<file path="src/rtl/huffman_bit_packer.sv">
// Packs a serial code bitstream MSB-first into bytes and queues them in a small valid/ready FIFO.
// Optional feature: define HUFF_PACK_BITCOUNT_EN to add the saturating Bit_cnt accepted-bit counter.
module huffman_bit_packer #(
    parameter int unsigned FIFO_DEPTH = 4,
    parameter logic        PAD_BIT    = 1'b0
) (
    input  logic        Clk_in,
    input  logic        n_Rst,
    input  logic        Start,
    input  logic        Bit_in,
    input  logic        Bit_vld,
    input  logic        Flush,
    output logic [7:0]  Byte_out,
    output logic        Byte_vld,
    input  logic        Byte_rdy,
    output logic [2:0]  Fill,
    output logic        Overflow
`ifdef HUFF_PACK_BITCOUNT_EN
    ,
    output logic [15:0] Bit_cnt
`endif
);

    localparam int unsigned PTR_W = (FIFO_DEPTH > 1) ? $clog2(FIFO_DEPTH) : 1;
    localparam int unsigned CNT_W = PTR_W + 1;

    logic [7:0]       acc_q;
    logic [7:0]       acc_d;
    logic [2:0]       fill_d;
    logic             push_c;
    logic [7:0]       push_byte_c;

    logic [7:0]       mem [FIFO_DEPTH];
    logic [PTR_W-1:0] rd_ptr_q;
    logic [PTR_W-1:0] rd_ptr_d;
    logic [PTR_W-1:0] wr_ptr_q;
    logic [PTR_W-1:0] wr_ptr_d;
    logic [CNT_W-1:0] count_q;
    logic [CNT_W-1:0] count_d;
    logic             pop_c;
    logic             full_c;
    logic             wr_en_c;
    logic             drop_c;
    logic [7:0]       head_d;
    logic [7:0]       byte_out_d;

    // Accumulator: accept the bit first, then let Flush pad whatever remains.
    always_comb begin
        logic [7:0] word;
        logic [2:0] fill_mid;
        acc_d       = acc_q;
        fill_d      = Fill;
        push_c      = 1'b0;
        push_byte_c = 8'h00;
        word        = acc_q;
        fill_mid    = Fill;
        if (Bit_vld) begin
            word[3'd7 - Fill] = Bit_in;
            if (Fill == 3'd7) begin
                push_c      = 1'b1;
                push_byte_c = word;
                word        = 8'h00;
                fill_mid    = 3'd0;
            end else begin
                fill_mid = Fill + 3'd1;
            end
        end
        // A byte completed by the same-cycle bit leaves fill_mid at 0, so it is never pushed twice.
        if (Flush && (fill_mid != 3'd0)) begin
            for (int i = 0; i < 8; i++) begin
                if (i < (8 - int'(fill_mid))) begin
                    word[i] = PAD_BIT;
                end
            end
            push_c      = 1'b1;
            push_byte_c = word;
            word        = 8'h00;
            fill_mid    = 3'd0;
        end
        acc_d  = word;
        fill_d = fill_mid;
    end

    // FIFO bookkeeping; a pop frees a slot for a same-cycle push even when full.
    always_comb begin
        pop_c    = Byte_vld && Byte_rdy;
        full_c   = (count_q == CNT_W'(FIFO_DEPTH));
        wr_en_c  = push_c && (!full_c || pop_c);
        drop_c   = push_c && full_c && !pop_c;
        rd_ptr_d = pop_c ? rd_ptr_q + PTR_W'(1) : rd_ptr_q;
        wr_ptr_d = wr_en_c ? wr_ptr_q + PTR_W'(1) : wr_ptr_q;
        count_d  = count_q + CNT_W'(wr_en_c) - CNT_W'(pop_c);
        // The incoming byte becomes the head only when it lands in the slot being read next.
        head_d     = (wr_en_c && (wr_ptr_q == rd_ptr_d)) ? push_byte_c : mem[rd_ptr_d];
        byte_out_d = (count_d != '0) ? head_d : 8'h00;
    end

    always_ff @(posedge Clk_in or negedge n_Rst) begin
        if (!n_Rst) begin
            acc_q    <= 8'h00;
            Fill     <= 3'd0;
            rd_ptr_q <= '0;
            wr_ptr_q <= '0;
            count_q  <= '0;
            Byte_out <= 8'h00;
            Byte_vld <= 1'b0;
            Overflow <= 1'b0;
            for (int i = 0; i < int'(FIFO_DEPTH); i++) begin
                mem[i] <= 8'h00;
            end
        end else if (Start) begin
            acc_q    <= 8'h00;
            Fill     <= 3'd0;
            rd_ptr_q <= '0;
            wr_ptr_q <= '0;
            count_q  <= '0;
            Byte_out <= 8'h00;
            Byte_vld <= 1'b0;
            Overflow <= 1'b0;
        end else begin
            acc_q    <= acc_d;
            Fill     <= fill_d;
            rd_ptr_q <= rd_ptr_d;
            wr_ptr_q <= wr_ptr_d;
            count_q  <= count_d;
            Byte_out <= byte_out_d;
            Byte_vld <= (count_d != '0);
            Overflow <= Overflow | drop_c;
            if (wr_en_c) begin
                mem[wr_ptr_q] <= push_byte_c;
            end
        end
    end

`ifdef HUFF_PACK_BITCOUNT_EN
    // Counts accepted code bits only; pad bits never reach this counter.
    always_ff @(posedge Clk_in or negedge n_Rst) begin
        if (!n_Rst) begin
            Bit_cnt <= 16'h0000;
        end else if (Start) begin
            Bit_cnt <= 16'h0000;
        end else if (Bit_vld && (Bit_cnt != 16'hFFFF)) begin
            Bit_cnt <= Bit_cnt + 16'h0001;
        end
    end
`endif

endmodule

</file>
<file path="config.mk">
export PLATFORM = sky130hd
export DESIGN_NAME = huffman_bit_packer
export DESIGN_NICKNAME = d
export VERILOG_FILES = /design/src/rtl/huffman_bit_packer.sv
export SDC_FILE = /design/constraint.sdc
export NUM_CORES = 1
export LEC_CHECK = 0
export ABC_AREA = 1
export CORE_AREA = 3 3 80 82
export DETAILED_ROUTE_END_ITERATION = 8
export DIE_AREA = 0 0 83 85
export GPL_ROUTABILITY_DRIVEN = 0
export MAX_ROUTING_LAYER = met4
export PLACE_DENSITY = 0.76
export SYNTH_ARGS = -nofsm -noshare
export SYNTH_HDL_FRONTEND = slang
export SYNTH_SLANG_ARGS = --single-unit
export TNS_END_PERCENT = 10
</file>
<file path="constraint.sdc">
create_clock -name Clk_in -period 8.5 [get_ports Clk_in]
set_clock_uncertainty 0.05 [all_clocks]
set_input_delay 1.7 -clock Clk_in [delete_from_list [all_inputs] [get_ports Clk_in]]
set_output_delay 1.7 -clock Clk_in [all_outputs]
set_load 0.005 [all_outputs]
</file>
==> results.cfg <==
[run_status]
outcome = completed

[die]
fp.dieArea_um2 = 7060
core_area_um2 = 5820
ios = 20
die_w_um = 83
die_y_um = 85
start_util_pct = 59.4
rows = 28

[logic_synthesis]
synth_top_family_by_area = simple AND/OR/NAND/NOR gates
netlist_instances = 467
synth-main-ff-cell = dfrtp_1
ys_async_sr_fraction_pct = 100
ys_seq_area_share_pct = 43.4
synth-xor-area-share_pct = 0.253
synth_fa_ha_area_share_pct = 4.56
synth-edff-count = 0
synth-simple-area-share_pct = 39.4
synth.area.top_cells = dfrtp_1 (43%), nand2_1 (19%), nand3_1 (10%)
synth_top_area_share_pct = 43.4
syn-num-nets = 486
synth_compound_area_share_pct = 4.78
syn-cell-area_um2 = 3460
ys_warn_count = 0
syn-mean-instance-area_um2 = 7.40
synth_mux_area_share_pct = 0
ys_ff_latch = 60
ys_types = 29
yosys.area.top_type = dfrtp_1

[detailed_routing]
postRouteAntennaNets = 0
vias_per_cell = 5.45
wl_per_cell_um = 14.6
drc = 0
vias = 3088
wirelength_um = 8280
drt-initial-drc-count = 278
first_pass_iters = 6

[power_and_ir_drop]
vdd_ir_drop_max_mv = 0.154
p_total_mw = 0.909
power_density_nw_per_um2 = 235
p_leak_nw = 2.03

[clock_tree]
post_cts_buffers = 0
ctsHoldBuffers = 0
clock_latency_ns = 0.33
cts_buffers = 9
cts_tree = yes
root_buffer = clkbuf_8
ctsResizeCount = 0
clk_pin_slew_ns = 0.07
h-tree-depth = 3
cts_sinks = 60
cts_buffer_depth = 2

[sta]
tightest_slew_ns = 0.747
setup_tns_ns = 0
fmax_ghz = 0.190
setup_viol = 0
slew_headroom_pct = 50.2
hold-worst-slack_ns = 0.433
finalHoldViolations = 0
slew_violations = 0
post-route-period-util_pct = 62.0
post-route-min-period_ns = 5.27
rsz0062_at_grt = false

[place]
placed_cell_area_um2 = 3660
hpwl_um = 5780
port_buffers = 19

[global_route]
antenna_found_initial = 0
grt_max_degree = 61
grt_first_pass_wirelength_um = 14000
grt_usage_pct = 25.6
grt_pass1_vias = 2929
overflow = 0

[worst_setup_path]
setup.worst_path.start = Bit_vld
rr_endpoint = Byte_out[7]$_DFF_PN0_
crit_chain = clkdlybuf4s50_1 -> inv_2 -> nand2_1 -> nand2_2 -> inv_1 -> ha_1 -> ha_1 -> nor2_4 -> inv_2 -> nand2_2 -> nand2_1 -> ha_1 -> inv_1 -> ha_1 -> inv_1 -> fa_1 -> inv_1 -> nor2_1 -> nand2_1 -> nand2_1 -> inv_1 -> nand2_1 -> nor2_1
timing.critical_path.buf_inv = 8
reg2regPathDepth = 24
regToRegSetupSlack_ns = 4.30
worstSetupStartpointType = input pin
cp.depth = 23
crit_fanout = 12
max_stage_delay_ns = 0.58
end_kind = flop
critPathArrivalTime_ns = 5.45
worstSetupPathType = input pin to flop
crit_path_end = Byte_out[7]$_DFF_PN0_
critPathTopFamily = adder cells
slowest_stage = clkdlybuf4s50_1
crit-reg2reg-launch = Fill[0]$_DFF_PN0_
crit_required_ns = 8.68

[finish]
n_fill_cell = 518
layout_common_cells = nand2_1 (175), nand3_1 (71), dfrtp_1 (60)
final_nets = 507
regArea_um2 = 1500
syn2layout_area_growth_pct = 11.9
multi_input_comb_area_um2 = 1700
design_area_um2 = 3870
diodes = 0
layout_commonest_cell = nand2_1
final_util_pct = 66.5
final_layout_size_suffix_gt1_share_pct = 11.4

[min_path]
min_path_type = flop to flop

[flow_run]
max_cap_viol_count = 0
## flip-flops by register name, summed over array words and instances, names as in the netlist
signal	flops
rd_ptr_q	2
mem	32
wr_ptr_q	2
Byte_out	8
Fill	3
count_q	3
acc_q	8
Byte_vld	1
Overflow	1
## cell type report
cell class	instances	share of cell area [%]
Sequential cell	60	38.8
Tap cell	75	2.42
Clock buffer	10	3.30
Multi-Input combinational cell	349	43.8
Timing Repair Buffer	20	4.98
Inverter	48	4.69
Clock inverter	5	2.00
## worst register-to-register path, stage by stage (launching register included)
cell     delay, ns
dfrtp_1       0.54
ha_1          0.29
ha_1          0.28
inv_2         0.07
nand3_1       0.08
nand2_2       0.13
inv_1         0.08
ha_1          0.18
ha_1          0.23
nor2_4        0.20
inv_2         0.11
nand2_2       0.09
nand2_1       0.10
ha_1          0.28
inv_1         0.06
ha_1          0.13
inv_1         0.04
fa_1          0.50
inv_1         0.05
nor2_1        0.08
nand2_1       0.07
nand2_1       0.25
inv_1         0.10
nand2_1       0.08
nor2_1        0.04
## where the power goes
| group | internal, mW | leakage, nW | switching [mW] |
|---|---|---|---|
| logic | 0.105 | 1.11 | 0.173 |
| registers | 0.328 | 0.820 | 0.0299 |
| clock network | 0.162 | 0.102 | 0.111 |
| total | 0.595 | 2.03 | 0.314 |
## logic make-up (layout without fill, tap and decap cells)
kind of cell,after synthesis,in the layout
buffers and inverters,58,83
AO/OA/AOI/OAI,31,31
adder cells (fa/ha/maj),12,12
AND/OR/NAND/NOR,305,305
XOR/XNOR,1,1
flip-flops,60,60
## Yosys cell counts (5+ instances only)
cell     number
a21oi_1      16
dfrtp_1      60
ha_1         11
inv_1        37
inv_2        10
nand2_1     175
nand2_2      17
nand3_1      71
nand4_1       6
nor2_1       21
nor2_2        5
o21ai_1       8
## per-stage QoR
step           instances  worst slack [ns]
6_report             567              3.23
5_1_grt              567              2.93
4_1_cts              567              3.27
3_5_place_dp         552              2.93
3_3_place_gp         552              3.11
2_1_floorplan        467              3.85
## how the worst min path moves through the flow
stage	start	to	slack [ns]	cells past startpoint
after floorplan	mem[28]$_DFFE_PN0P_	mem[28]$_DFFE_PN0P_	0.40	2
after global placement	mem[3]$_DFFE_PN0P_	mem[3]$_DFFE_PN0P_	0.41	2
after detailed placement	mem[3]$_DFFE_PN0P_	mem[3]$_DFFE_PN0P_	0.42	2
after CTS	mem[5]$_DFFE_PN0P_	mem[5]$_DFFE_PN0P_	0.43	2
after global routing	mem[0]$_DFFE_PN0P_	mem[0]$_DFFE_PN0P_	0.46	2
final	mem[16]$_DFFE_PN0P_	mem[16]$_DFFE_PN0P_	0.43	2
## metal layers
| layer | share of wire, % | up-vias | track usage [%] |
|---|---|---|---|
| met1 | 46 | 1444 | 34.5 |
| met2 | 46 | 105 | 38.2 |
| met4 | 2.2 | 0 | 10.3 |
| met5 | 0 | - | - |
| li1 | - | 1521 | - |
| met3 | 5.6 | 18 | 5.24 |
Note: power is estimated with default switching activity, not from simulation.
